File: src/rtl/spi_reg_pkg.sv
// Shared definitions for the SPI register bridge.
// Contents: the bridge FSM state type, the register map addresses,
// the position of the read/write flag in the command byte, and a
// helper that tells whether an address is backed by a register.
package spi_reg_pkg;

  typedef enum logic [1:0] {
    ST_IDLE,
    ST_CMD,
    ST_WRITE,
    ST_READ
  } state_e;

  localparam logic [6:0] ADDR_LED     = 7'h00;
  localparam logic [6:0] ADDR_PMOD    = 7'h01;
  localparam logic [6:0] ADDR_SCRATCH = 7'h02;
  localparam logic [6:0] ADDR_ID      = 7'h03;
  localparam logic [6:0] ADDR_ERR     = 7'h04;

  localparam int CMD_RW_BIT = 7;

  // Addresses 0x00..0x04 are mapped; everything above is an error access.
  function automatic logic is_mapped(input logic [6:0] addr);
    return addr <= ADDR_ERR;
  endfunction

endpackage

File: src/rtl/sync_2ff.sv
// Two-flop synchroniser for asynchronous inputs, W bits wide.
// Ports:
//   clk    - destination clock
//   reset  - asynchronous, active-high; clears both stages
//   i_d    - asynchronous input
//   o_q    - synchronised output (two clk cycles of latency)
module sync_2ff #(
  parameter int W = 1
) (
  input  logic         clk,
  input  logic         reset,
  input  logic [W-1:0] i_d,
  output logic [W-1:0] o_q
);

  logic [W-1:0] r_meta;
  logic [W-1:0] r_sync;

  always_ff @(posedge clk or posedge reset) begin
    if (reset) begin
      r_meta <= '0;
      r_sync <= '0;
    end else begin
      // NOTE: non-blocking assignments keep this a true two-stage shift;
      // blocking ones would collapse both flops into one.
      r_meta <= i_d;
      r_sync <= r_meta;
    end
  end

  assign o_q = r_sync;

endmodule

File: src/rtl/spi_reg_bridge.sv
// Register bridge behind an SPI slave byte shifter.
// A frame is one frame_act-high window. Byte 0 is a command
// {rw, addr[6:0]}; the following bytes are burst data. Writes store each
// data byte at the current address; reads return reg[addr] to the shifter
// one cycle after the triggering byte. The address auto-increments and
// wraps at 7 bits.
// Ports:
//   clk, reset  - system clock, asynchronous active-high reset
//   frame_act   - high while cs_n is low (already synchronised)
//   rx_valid    - one-cycle pulse, rx_data holds a received byte
//   rx_data     - received byte
//   tx_data     - next byte for the shifter to send
//   tx_valid    - one-cycle pulse, tx_data was just updated
//   led         - LED register (address 0x00)
//   pmod        - asynchronous PMOD pins, readable at address 0x01
//   err_cnt     - saturating count of unmapped accesses
module spi_reg_bridge
  import spi_reg_pkg::*;
#(
  parameter logic [7:0] ID_VALUE = 8'hA5,
  parameter int         LED_W    = 5,
  parameter int         PMOD_W   = 8
) (
  input  logic              clk,
  input  logic              reset,
  input  logic              frame_act,
  input  logic              rx_valid,
  input  logic [7:0]        rx_data,
  output logic [7:0]        tx_data,
  output logic              tx_valid,
  output logic [LED_W-1:0]  led,
  input  logic [PMOD_W-1:0] pmod,
  output logic [7:0]        err_cnt
);

  state_e r_state;
  state_e w_next;

  logic              r_frame_q;
  logic [6:0]        r_addr;
  logic              r_load;
  logic [7:0]        r_tx_data;
  logic              r_tx_valid;
  logic [LED_W-1:0]  r_led;
  logic [7:0]        r_scratch;
  logic [7:0]        r_err_cnt;
  logic [PMOD_W-1:0] w_pmod_sync;

  logic       w_frame_rise;
  logic       w_cmd_fire;
  logic       w_wr_fire;
  logic       w_rd_step;
  logic       w_load_now;
  logic       w_err_inc;
  logic [7:0] w_rd_data;

  sync_2ff #(.W(PMOD_W)) u_pmod_sync (
    .clk   (clk),
    .reset (reset),
    .i_d   (pmod),
    .o_q   (w_pmod_sync)
  );

  assign w_frame_rise = frame_act & ~r_frame_q;

  always_ff @(posedge clk or posedge reset) begin
    if (reset) r_state <= ST_IDLE;
    else       r_state <= w_next;
  end

  // A falling frame_act wins over a coincident rx_valid in every active
  // state, so an aborted byte never fires a command, write or read step.
  always_comb begin
    // NOTE: every output of this block gets a default first so that no
    // path leaves a signal unassigned, which would infer a latch.
    w_next     = r_state;
    w_cmd_fire = 1'b0;
    w_wr_fire  = 1'b0;
    w_rd_step  = 1'b0;
    unique case (r_state)
      ST_IDLE: if (w_frame_rise) w_next = ST_CMD;
      ST_CMD: begin
        if (!frame_act) w_next = ST_IDLE;
        else if (rx_valid) begin
          w_cmd_fire = 1'b1;
          w_next     = rx_data[CMD_RW_BIT] ? ST_READ : ST_WRITE;
        end
      end
      ST_WRITE: begin
        if (!frame_act)    w_next    = ST_IDLE;
        else if (rx_valid) w_wr_fire = 1'b1;
      end
      ST_READ: begin
        if (!frame_act)    w_next    = ST_IDLE;
        else if (rx_valid) w_rd_step = 1'b1;
      end
      default: w_next = ST_IDLE;
    endcase
  end

  // The read load happens the cycle after the command or dummy byte, once
  // r_addr already holds the address to be returned.
  assign w_load_now = r_load & (r_state == ST_READ) & frame_act;
  assign w_err_inc  = (w_wr_fire | w_load_now) & ~is_mapped(r_addr);

  always_comb begin
    w_rd_data = 8'h00;
    case (r_addr)
      ADDR_LED:     w_rd_data = 8'(r_led);
      ADDR_PMOD:    w_rd_data = 8'(w_pmod_sync);
      ADDR_SCRATCH: w_rd_data = r_scratch;
      ADDR_ID:      w_rd_data = ID_VALUE;
      ADDR_ERR:     w_rd_data = r_err_cnt;
      default:      w_rd_data = 8'h00;
    endcase
  end

  always_ff @(posedge clk or posedge reset) begin
    if (reset) begin
      // Held high through reset so a frame already active at release is
      // not seen as a rising edge and is therefore not re-entered.
      r_frame_q  <= 1'b1;
      r_addr     <= 7'h00;
      r_load     <= 1'b0;
      r_tx_data  <= 8'h00;
      r_tx_valid <= 1'b0;
      r_led      <= '0;
      r_scratch  <= 8'h00;
      r_err_cnt  <= 8'h00;
    end else begin
      r_frame_q  <= frame_act;
      r_load     <= (w_cmd_fire & rx_data[CMD_RW_BIT]) | w_rd_step;
      r_tx_valid <= w_load_now;

      if (w_cmd_fire)                  r_addr <= rx_data[6:0];
      else if (w_wr_fire | w_rd_step)  r_addr <= r_addr + 7'd1;

      if (w_load_now) r_tx_data <= w_rd_data;

      // Read-only and unmapped addresses simply have no write branch.
      if (w_wr_fire) begin
        case (r_addr)
          ADDR_LED:     r_led     <= rx_data[LED_W-1:0];
          ADDR_SCRATCH: r_scratch <= rx_data;
          default: ;
        endcase
      end

      if (w_err_inc && r_err_cnt != 8'hFF) r_err_cnt <= r_err_cnt + 8'd1;
    end
  end

  assign tx_data  = r_tx_data;
  assign tx_valid = r_tx_valid;
  assign led      = r_led;
  assign err_cnt  = r_err_cnt;

endmodule

File: config.mk
export PLATFORM = sky130hd
export DESIGN_NAME = spi_reg_bridge
export DESIGN_NICKNAME = d
export VERILOG_FILES = /design/src/rtl/spi_reg_pkg.sv /design/src/rtl/sync_2ff.sv /design/src/rtl/spi_reg_bridge.sv
export SDC_FILE = /design/constraint.sdc
export NUM_CORES = 1
export LEC_CHECK = 0
export ABC_AREA = 0
export ABC_CLOCK_PERIOD_IN_PS = 3700
export CORE_MARGIN = 2
export CORE_UTILIZATION = 55
export DETAILED_ROUTE_END_ITERATION = 10
export PLACE_DENSITY = 0.82
export SKIP_CTS_REPAIR_TIMING = 1
export SLEW_MARGIN = 0
export SYNTH_ARGS = -nofsm -noshare
export SYNTH_HDL_FRONTEND = slang
export SYNTH_SLANG_ARGS = --single-unit
File: constraint.sdc
create_clock -name clk -period 3.7 [get_ports clk]
set_input_delay 1.11 -clock clk [delete_from_list [all_inputs] [get_ports clk]]
set_output_delay 1.11 -clock clk [all_outputs]
set_load 0.05 [all_outputs]
==> results.md, run 1 <==
- Via-to-Cell Ratio: 5.823
- Post-synthesis net count: 239
- Total CTS buffers: 9
- R2r setup slk: 1.46 ns
- Ys async rst share: 1.000
- Peak VDD IR: 0.3922 mV
- Worst-Margin Slew: 0.6971 ns
- Switching share of power: 0.3060
- Cells after DPL: 295
- Initial core utilization: 0.5794
- Final Hold Viols: 0
- Comb pwr share: 0.223
- Delay-heaviest family, CP: simple AND/OR/NAND/NOR gates
- Crit path time final: 2.829 ns
- Vias: 1,811
- PwrDens: 605.3 nW/um2
- Buffers and inverters on the worst path: 1
- Leakage power: 1.448 nW
- Post-synth EDFFs: 0
- GR Util All Layers: 0.2237
- DRC: 0
- Cell at the slowest stage of the critical path: clkdlybuf4s50_1
- Slew Limit Fails: 0
- Critical-path cell list: clkdlybuf4s50_1 -> nand2_1 -> nor4_2 -> and2_1 -> mux2_4
- Rel. slew slack: 0.5346
- CP max stage delay: 0.64 ns
- Largest net degree at the start of global routing: 36
- Final ANT Viol Nets: 0
- Cell Int Power: 0.001342 W
- Initial antenna violation count: 0
- # nets final: 279
- Wire length per cell: 16.32 um
- # IOs: 42
- Final WS setup: 0.8710 ns
- Post-synthesis compound-gate area fraction: 0.1414
- Final wirelength: 5074 um
- Fin crit share: 0.7646
- Startpoint types: primary input
- R2R Path Start: r_addr[0]
- FF+latch area: 1428 um2
- Adder-Cell Fraction of Synth Area: 0.02446
- Vias in the first global route: 1,731
- Yosys warnings: 0
- Dpl ws: 0.5365 ns
- Sink Count: 57
- Reg-to-reg endpoint: err_cnt[6]
- Die H: 72.19 um
- NetSw: 0.0005916 W
- Core area: 4414 um2
- Synth Area in XOR/XNOR: 0.01712
- N_diodes: 0
- PortBufs: 41
- Die footprint: 5211 um2
- Post-route insts no fill: 311
- Count of final setup violators: 0
- Setup TNS: 0 ns
- Die Wd: 72.19 um
- Initial DRC Count: 122
- Hold Crit Class: reg2reg
- Syn Inst Count: 214
- Min-Delay Path Depth: 0
- Worst Path Arrival: 3.04 ns
- Num rows: 24
- Clock power share: 0.371
- Fmax: 353.5 MHz
- Global placer's final weighted congestion: 0.7773
- Setup crit end kind: register
- Total grt overflow: 0
- P&R area growth vs syn: 24.90%
- Max cap viols: 0
- Clock Path Buffers: 2
- Ys flop type: dfrtp_1
- Layout cell share with drive strength beyond 1: 0.1313
- Share of the yosys chip area belonging to registers: 0.5582
- Hold path startpoint: u_pmod_sync.r_meta[1]
- Crit path max fanout: 10
- Mapped Avg Cell Area: 11.95 um2
- Clock skew: 0.008205 ns
- RSZ-0062 raised after global routing: no
- CTS HTree Levels: 3
- CTS tree: yes
- # fillers: 325
- Clock root buffer: clkbuf_8
- DP HPWL: 3536 um
- Reg clk slew, reported paths: 0.06 ns
- Hold path endpoint: u_pmod_sync.o_q[1]
- Largest family of logic cells by synthesized area: compound AO/OA/AOI/OAI gates
- Seq cells post-synth: 57
- Later-pin clock latency in the skew report: 0.33 ns
- Post-Synth Simple-Gate Area: 0.1282
- Synth cell types: 44
- DR pass1 iterations: 4
- Reg2Reg Depth: 6
- Mapped Area: 2557 um2
- Post-synthesis mux area share: 0.08170
- Setup CP Type: in2reg
- Status: complete, no violations
- Sequential share of power: 0.406
- Multi-input logic area: 1005 um2
- Core Util, Final: 0.7236
- Worst Path Required: 3.91 ns
- Global-route wire length before repair: 8645 um
## cell families (layout without fill, tap and decap cells)
group	Yosys count	after routing
multiplexers	16	16
XOR/XNOR	5	5
AND/OR/NAND/NOR	60	60
flip-flops	57	57
AO/OA/AOI/OAI	52	52
adder cells (fa/ha/maj)	5	5
buffers and inverters	19	64
## registers in the layout, summed over array words and instances, names as in the netlist, 2 cells and up
name,cells
err_cnt,8
led,5
r_addr,7
r_scratch,8
r_state,2
tx_data,8
u_pmod_sync.o_q,8
u_pmod_sync.r_meta,8
## power by group through the flow
stage	Sequential [W]	Combinational, W	Clock (W)
after floorplan	0.000854	0.000238	0
after global placement	0.000793	0.000418	0
after detailed placement	0.000794	0.000428	0
after CTS	0.000784	0.000432	0.000732
after global routing	0.000797	0.000466	0.000754
final	0.000785	0.000430	0.000718
## how the worst max path moves through the flow
stage               startpoint           end  cells past startpoint
floorplan                reset    err_cnt[0]                      1
global placement     frame_act  r_scratch[4]                      5
detailed placement   frame_act  r_scratch[6]                      5
CTS                  frame_act  r_scratch[6]                      5
global route         frame_act  r_scratch[6]                      5
finish               frame_act  r_scratch[6]                      5
## area by class of cell
class,instances,area share
Clock buffer,10,0.04309
Clock inverter,6,0.03604
Inverter,5,0.005875
Multi-Input combinational cell,138,0.3145
Sequential cell,57,0.4469
Tap cell,52,0.02037
Timing Repair Buffer,43,0.1332
## metal layers
metal  track usage  part of all wire
met4        0.1027             0.021
met5             0                 0
met1        0.3083              0.44
met3       0.06389             0.056
met2        0.3303              0.48
## cells in the final DEF (no fill, tap or decap), types with 5 or more instances in the layout
master and n:
dfrtp_1 56, clkdlybuf4s50_1 41, nand2_1 15, a21oi_1 14, nand3_1 11, o21ai_0 10, clkbuf_8 10, nor2_1 9
a22o_1 8, mux2_4 8, nor3_1 5, mux2_1 5, xor2_1 5, ha_1 5
## Yosys cell counts, types with 5 or more instances
cell / number / area, um2
nand3_1: 11 / 55.05
xor2_1: 5 / 43.79
a22o_1: 8 / 70.07
nor3_1: 5 / 25.02
dfrtp_1: 56 / 1401
o21ai_0: 10 / 50.05
ha_1: 5 / 62.56
a21oi_1: 14 / 70.07
clkbuf_1: 6 / 22.52
mux2_4: 8 / 120.1
inv_1: 5 / 18.77
nor2_1: 9 / 33.78
mux2_1: 5 / 56.30
nand2_1: 15 / 56.30
## per-stage QoR
step           cell area [um2]  total power (W)  hold WS, ns
2_1_floorplan             2557         0.001092       0.3312
3_3_place_gp              2942         0.001211       0.3330
3_5_place_dp              2942         0.001222       0.3347
4_1_cts                   3194         0.001947       0.3498
5_1_grt                   3194         0.002017       0.3560
6_report                  3194         0.001933       0.3479
## worst register-to-register path: cells and delay by family (launching register included)
kind	cells	cell delay, ns
DFF	1	0.47
AOI/OAI and AO/OA	1	0.44
and+or+nand+nor	2	0.43
muxes	1	0.36
adders and majority gates	1	0.32
buffers and inverters	1	0.11
Power figures use the tool's default switching activity.
==> inputs of run 2 (changes only) <==
Settings changed: ABC_CLOCK_PERIOD_IN_PS 3700 to 2700, CORE_UTILIZATION 55 to 53, PLACE_DENSITY 0.82 to 0.79.
Clock period 3.7 ns to 2.7 ns, I/O delays scaled along.
==> run 2 against run 1 <==
  * Routed wire length rose by 0.95%
  * Critical endpoint is now err_cnt[3]
  * First-iteration DRC count rose by 44%
  * Final area grew 0.71%
  * Clock power up 17%
  * Sequential share of layout area is 0.31 points lower
==> results.md, run 2 (synthesized netlist as in run 1, its figures left out) <==
- Delay-heaviest family, CP: buffers and inverters
- Initial DRC Count: 176 (+44%)
- Final Hold Viols: 0 (unchanged)
- FF+latch area: 1428 um2 (unchanged)
- Die footprint: 5397 um2 (+3.6%)
- CP max stage delay: 0.84 ns (+0.20 ns)
- DR pass1 iterations: 4 (unchanged)
- Crit path max fanout: 7 (-3)
- CTS HTree Levels: 3 (unchanged)
- Worst Path Arrival: 1.63 ns (-1.41 ns)
- Total grt overflow: 0 (unchanged)
- Total CTS buffers: 9 (unchanged)
- Rel. slew slack: 0.6407 (+0.1061)
- Global-route wire length before repair: 8418 um (-2.6%)
- Worst Path Required: 1.89 ns (-2.02 ns)
- Hold Crit Class: reg2reg
- P&R area growth vs syn: 25.78%
- Peak VDD IR: 0.6660 mV (+70%)
- Cell at the slowest stage of the critical path: clkdlybuf4s50_1
- Max cap viols: 0 (unchanged)
- Setup crit end kind: primary output
- Final wirelength: 5122 um (+0.95%)
- Core Util, Final: 0.6856 (-0.03804)
- Critical-path cell list: clkdlybuf4s50_1
- Later-pin clock latency in the skew report: 0.33 ns (about the same)
- RSZ-0062 raised after global routing: no
- Vias in the first global route: 1,727 (-0.23%)
- Wire length per cell: 16.16 um (-0.96%)
- PortBufs: 41 (unchanged)
- Reg clk slew, reported paths: 0.06 ns (about the same)
- PwrDens: 785.9 nW/um2 (+30%)
- Die Wd: 73.47 um (+1.8%)
- Leakage power: 1.463 nW (+1.0%)
- Multi-input logic area: 1005 um2 (unchanged)
- Clock skew: 0.005536 ns (-0.002669 ns)
- Status: complete, no violations
- Vias: 1,819 (+0.44%)
- Die H: 73.47 um (+1.8%)
- Initial core utilization: 0.5451 (-0.03430)
- GR Util All Layers: 0.2136 (-0.01009)
- DP HPWL: 3484 um (-1.5%)
- Via-to-Cell Ratio: 5.738 (-1.5%)
- Num rows: 25 (+4.2%)
- Largest net degree at the start of global routing: 58 (+61%)
- Commonest cells after routing, fill and taps aside: dfrtp_1 (56), clkdlybuf4s50_1 (41), nand2_1 (15), a21oi_1 (14), nand3_1 (11)
- Count of final setup violators: 0 (unchanged)
- CTS tree: yes
- Clock root buffer: clkbuf_8
- Final ANT Viol Nets: 0 (unchanged)
- Clock Path Buffers: 2 (unchanged)
- Global placer's final weighted congestion: 0.8313 (+6.9%)
- N_diodes: 0 (unchanged)
- Commonest non-fill, non-tap cell in the layout: dfrtp_1
- Slew Limit Fails: 0 (unchanged)
- # nets final: 284 (+1.8%)
- Fin crit share: 0.9040
- Setup TNS: 0 ns (unchanged)
- Fmax: 409.7 MHz
- Buffers and inverters on the worst path: 1 (unchanged)
- Startpoint types: register
- DRC: 0 (unchanged)
- Sink Count: 57 (unchanged)
- # fillers: 339 (+4.3%)
- Initial antenna violation count: 0 (unchanged)
- Core area: 4692 um2 (+6.3%)
- Crit path time final: 2.441 ns
- Setup CP Type: reg2out
- Layout cell share with drive strength beyond 1: 0.1369 (+0.005608)
- Worst-Margin Slew: 0.5390 ns (-0.1581 ns)
- # IOs: 42 (unchanged)
-- run 2: layout make-up --
cell class	count	area share
repair buffers	48	0.1517
flip-flops and latches	57	0.4438
clock buffers	12	0.04512
well taps	54	0.02100
inverters	5	0.005834
clock inverters	3	0.02023
multi-input cells	138	0.3123
-- run 2: worst paths after layout --
kind                                        from                  to  slack (ns)  depth (start not counted)
max in group asynchronous                  reset           r_frame_q        1.56                          3
min in group asynchronous                  reset        r_scratch[5]        0.84                          3
hold / removal             u_pmod_sync.r_meta[6]  u_pmod_sync.o_q[6]        0.34                          0
setup / recovery                      err_cnt[3]          err_cnt[3]        0.26                          1
setup reg to reg                       r_addr[1]          err_cnt[6]        0.57                          6
hold reg to reg            u_pmod_sync.r_meta[6]  u_pmod_sync.o_q[6]        0.34                          0
-- run 2: power breakdown --
group	switching, W	total (W)	leakage [nW]	internal (W)
combinational	0.000356	0.000608	0.613	0.000252
sequential	0.000124	0.00108	0.743	0.000954
clock	0.000304	0.000842	0.106	0.000538
total	0.000784	0.00253	1.46	0.00174
-- run 2: through the flow --
stage	instance area, um2	hold WS, ns	power, W	std cells	setup WS, ns
after floorplan	2557	0.3312	0.001497	214	0.4920
final	3217	0.3444	0.002528	317	0.2591
after global routing	3217	0.3573	0.002646	317	0.1989
after CTS	3217	0.3497	0.002545	317	0.2402
after global placement	3007	0.3319	0.001671	302	0.1152
after detailed placement	3007	0.3364	0.001688	302	0.1191
-- run 2: routing by layer --
metal,part of all wire,GRT usage,wire (um)
met5,0,0,0
met4,0.019,0.1051,99
met1,0.46,0.2874,2350
met2,0.48,0.3194,2463
met3,0.041,0.05898,208
==> inputs of run 3 (changes only) <==
--- a/config.mk
+++ b/config.mk
@@ -7,9 +7,8 @@
 export LEC_CHECK = 0
 export ABC_AREA = 0
-export ABC_CLOCK_PERIOD_IN_PS = 2700
+export ABC_CLOCK_PERIOD_IN_PS = 2460
 export CORE_MARGIN = 2
-export CORE_UTILIZATION = 53
+export CORE_UTILIZATION = 30
 export DETAILED_ROUTE_END_ITERATION = 10
-export PLACE_DENSITY = 0.79
 export SKIP_CTS_REPAIR_TIMING = 1
 export SLEW_MARGIN = 0
==> constraint.sdc (replaced) <==
create_clock -name clk -period 2.46 [get_ports clk]
set_input_delay 0.738 -clock clk [delete_from_list [all_inputs] [get_ports clk]]
set_output_delay 0.738 -clock clk [all_outputs]
set_load 0.02 [all_outputs]
==> run 3 against run 2 <==
  * Global-route usage shrank 7.4 points
  * Cell count grew 18%
  * Final area grew 4.1%
  * Power grew 9.9%
  * Critical path type unchanged
==> results.md, run 3 (synthesized netlist as in run 1, its figures left out) <==
- Critical-path cell list: clkdlybuf4s50_1
- Initial antenna violation count: 0 (unchanged)
- PwrDens: 829.5 nW/um2 (+5.5%)
- Later-pin clock latency in the skew report: 0.35 ns (+0.02 ns)
- Global placer's final weighted congestion: 0.7586 (-8.7%)
- Worst Path Arrival: 1.47 ns (-0.16 ns)
- Crit path from: err_cnt[3]
- CTS tree: yes
- Wire length per cell: 15.14 um (-6.3%)
- Hold path startpoint: u_pmod_sync.r_meta[0]
- Via-to-Cell Ratio: 4.944 (-14%)
- Num rows: 33 (+32%)
- Max cap viols: 0 (unchanged)
- Crit path max fanout: 7 (unchanged)
- Die H: 96.33 um (+31%)
- Largest net degree at the start of global routing: 25 (-57%)
- Die Wd: 96.33 um (+31%)
- # IOs: 42 (unchanged)
- N_diodes: 0 (unchanged)
- # fillers: 820 (+140%)
- DRC: 0 (unchanged)
- Rel. slew slack: 0.6614 (+0.02074)
- Worst-Margin Slew: 0.5056 ns (-0.03334 ns)
- # nets final: 289 (+1.8%)
- Vias in the first global route: 1,825 (+5.7%)
- Clock Path Buffers: 2 (unchanged)
- CTS HTree Levels: 3 (unchanged)
- Hold Crit Class: reg2reg
- PortBufs: 41 (unchanged)
- Setup crit end kind: primary output
- DR pass1 iterations: 4 (unchanged)
- Initial DRC Count: 163 (-7.4%)
- Peak VDD IR: 0.4183 mV (-37%)
- Fin crit share: 0.8962
- R2r setup slk: 0.43 ns (-0.14 ns)
- Total CTS buffers: 9 (unchanged)
- Cell at the slowest stage of the critical path: clkdlybuf4s50_1
- Commonest cells after routing, fill and taps aside: dfrtp_1 (56), clkdlybuf4s50_1 (41), nand2_1 (15), a21oi_1 (14)
- Reg clk slew, reported paths: 0.07 ns (about the same)
- Leakage power: 1.501 nW (+2.6%)
- Crit path time final: 2.205 ns
- Final ANT Viol Nets: 0 (unchanged)
- Design Power: 0.002778 W (+9.9%)
- Cells after DPL: 358 (+19%)
- Total grt overflow: 0 (unchanged)
- Buffers and inverters on the worst path: 1 (unchanged)
- P&R area growth vs syn: 30.97%
- DP HPWL: 4107 um (+18%)
- Core area: 8258 um2 (+76%)
- RSZ-0062 raised after global routing: no
- Clock skew: 0.008133 ns (+0.002596 ns)
- Sink Count: 57 (unchanged)
- Final Hold Viols: 0 (unchanged)
- GR Util All Layers: 0.1398 (-0.07384)
- Post-route insts no fill: 374 (+18%)
- Global-route wire length before repair: 9294 um (+10%)
- Count of final setup violators: 0 (unchanged)
- R2R Path Start: r_addr[6]
- Commonest non-fill, non-tap cell in the layout: dfrtp_1
- Startpoint types: register
- Setup CP Type: reg2out
- Initial core utilization: 0.3097 (-0.2354)
- Clock root buffer: clkbuf_8
- Die footprint: 9279 um2 (+72%)
- Status: complete, no violations
- Layout cell share with drive strength beyond 1: 0.1636 (+0.02669)
- CP max stage delay: 0.65 ns (-0.19 ns)
- Worst Path Required: 1.72 ns (-0.17 ns)
- Final wirelength: 5662 um (+11%)
- Delay-heaviest family, CP: buffers and inverters
- Vias: 1,849 (+1.6%)
- Fmax: 453.6 MHz
- Slew Limit Fails: 0 (unchanged)
[run 3: worst register-to-register path, stage by stage, from the launching register on]
cell and delay [ns]:
dfrtp_1 0.41, or4_4 0.54, nor4_2 0.26, and2_1 0.34
mux2_1 0.36
[run 3: per-layer routing]
layer  routed length [um]  GRT usage
met1                 2772     0.1941
met2                 2451     0.1921
met3                  291    0.04777
met4                  146    0.07042
met5                    0          0
[run 3: where the power goes]
part / internal (W) / leakage, nW / total (W) / switching [W]
clock network: 0.000621 / 0.115 / 0.00100 / 0.000381
logic: 0.000297 / 0.642 / 0.000620 / 0.000324
registers: 0.00105 / 0.743 / 0.00116 / 0.000109
[run 3: final cells by class]
cell class	count	area [um2]	share of cell area
Clock buffer	11	151.4	0.04520
Clock inverter	5	77.57	0.02316
Inverter	5	18.77	0.005603
Multi-Input combinational cell	138	1005	0.3000
Sequential cell	57	1428	0.4262
Tap cell	105	131.4	0.03922
Timing Repair Buffer	53	538.0	0.1606
[run 3: worst paths after layout]
check | to | cells after the start
min | u_pmod_sync.o_q[0] | 0
max | err_cnt[3] | 1
max reg2reg | led[3] | 4
max in group asynchronous | r_scratch[1] | 3
min reg2reg | u_pmod_sync.o_q[0] | 0
min in group asynchronous | u_pmod_sync.r_meta[4] | 2
[run 3: per-stage QoR]
step	setup slack, ns	hold WS [ns]	setup TNS, ns	instance area, um2	util
final	0.2553	0.3395	0	3349	0.4056
after global routing	0.1893	0.3532	0	3349	0.4056
after CTS	0.2355	0.3457	0	3349	0.4056
after detailed placement	-0.09957	0.3347	-0.1742	3120	0.3779
after global placement	-0.05519	0.3353	-0.06377	3120	0.3779
after floorplan	0.3240	0.3312	0	2557	-
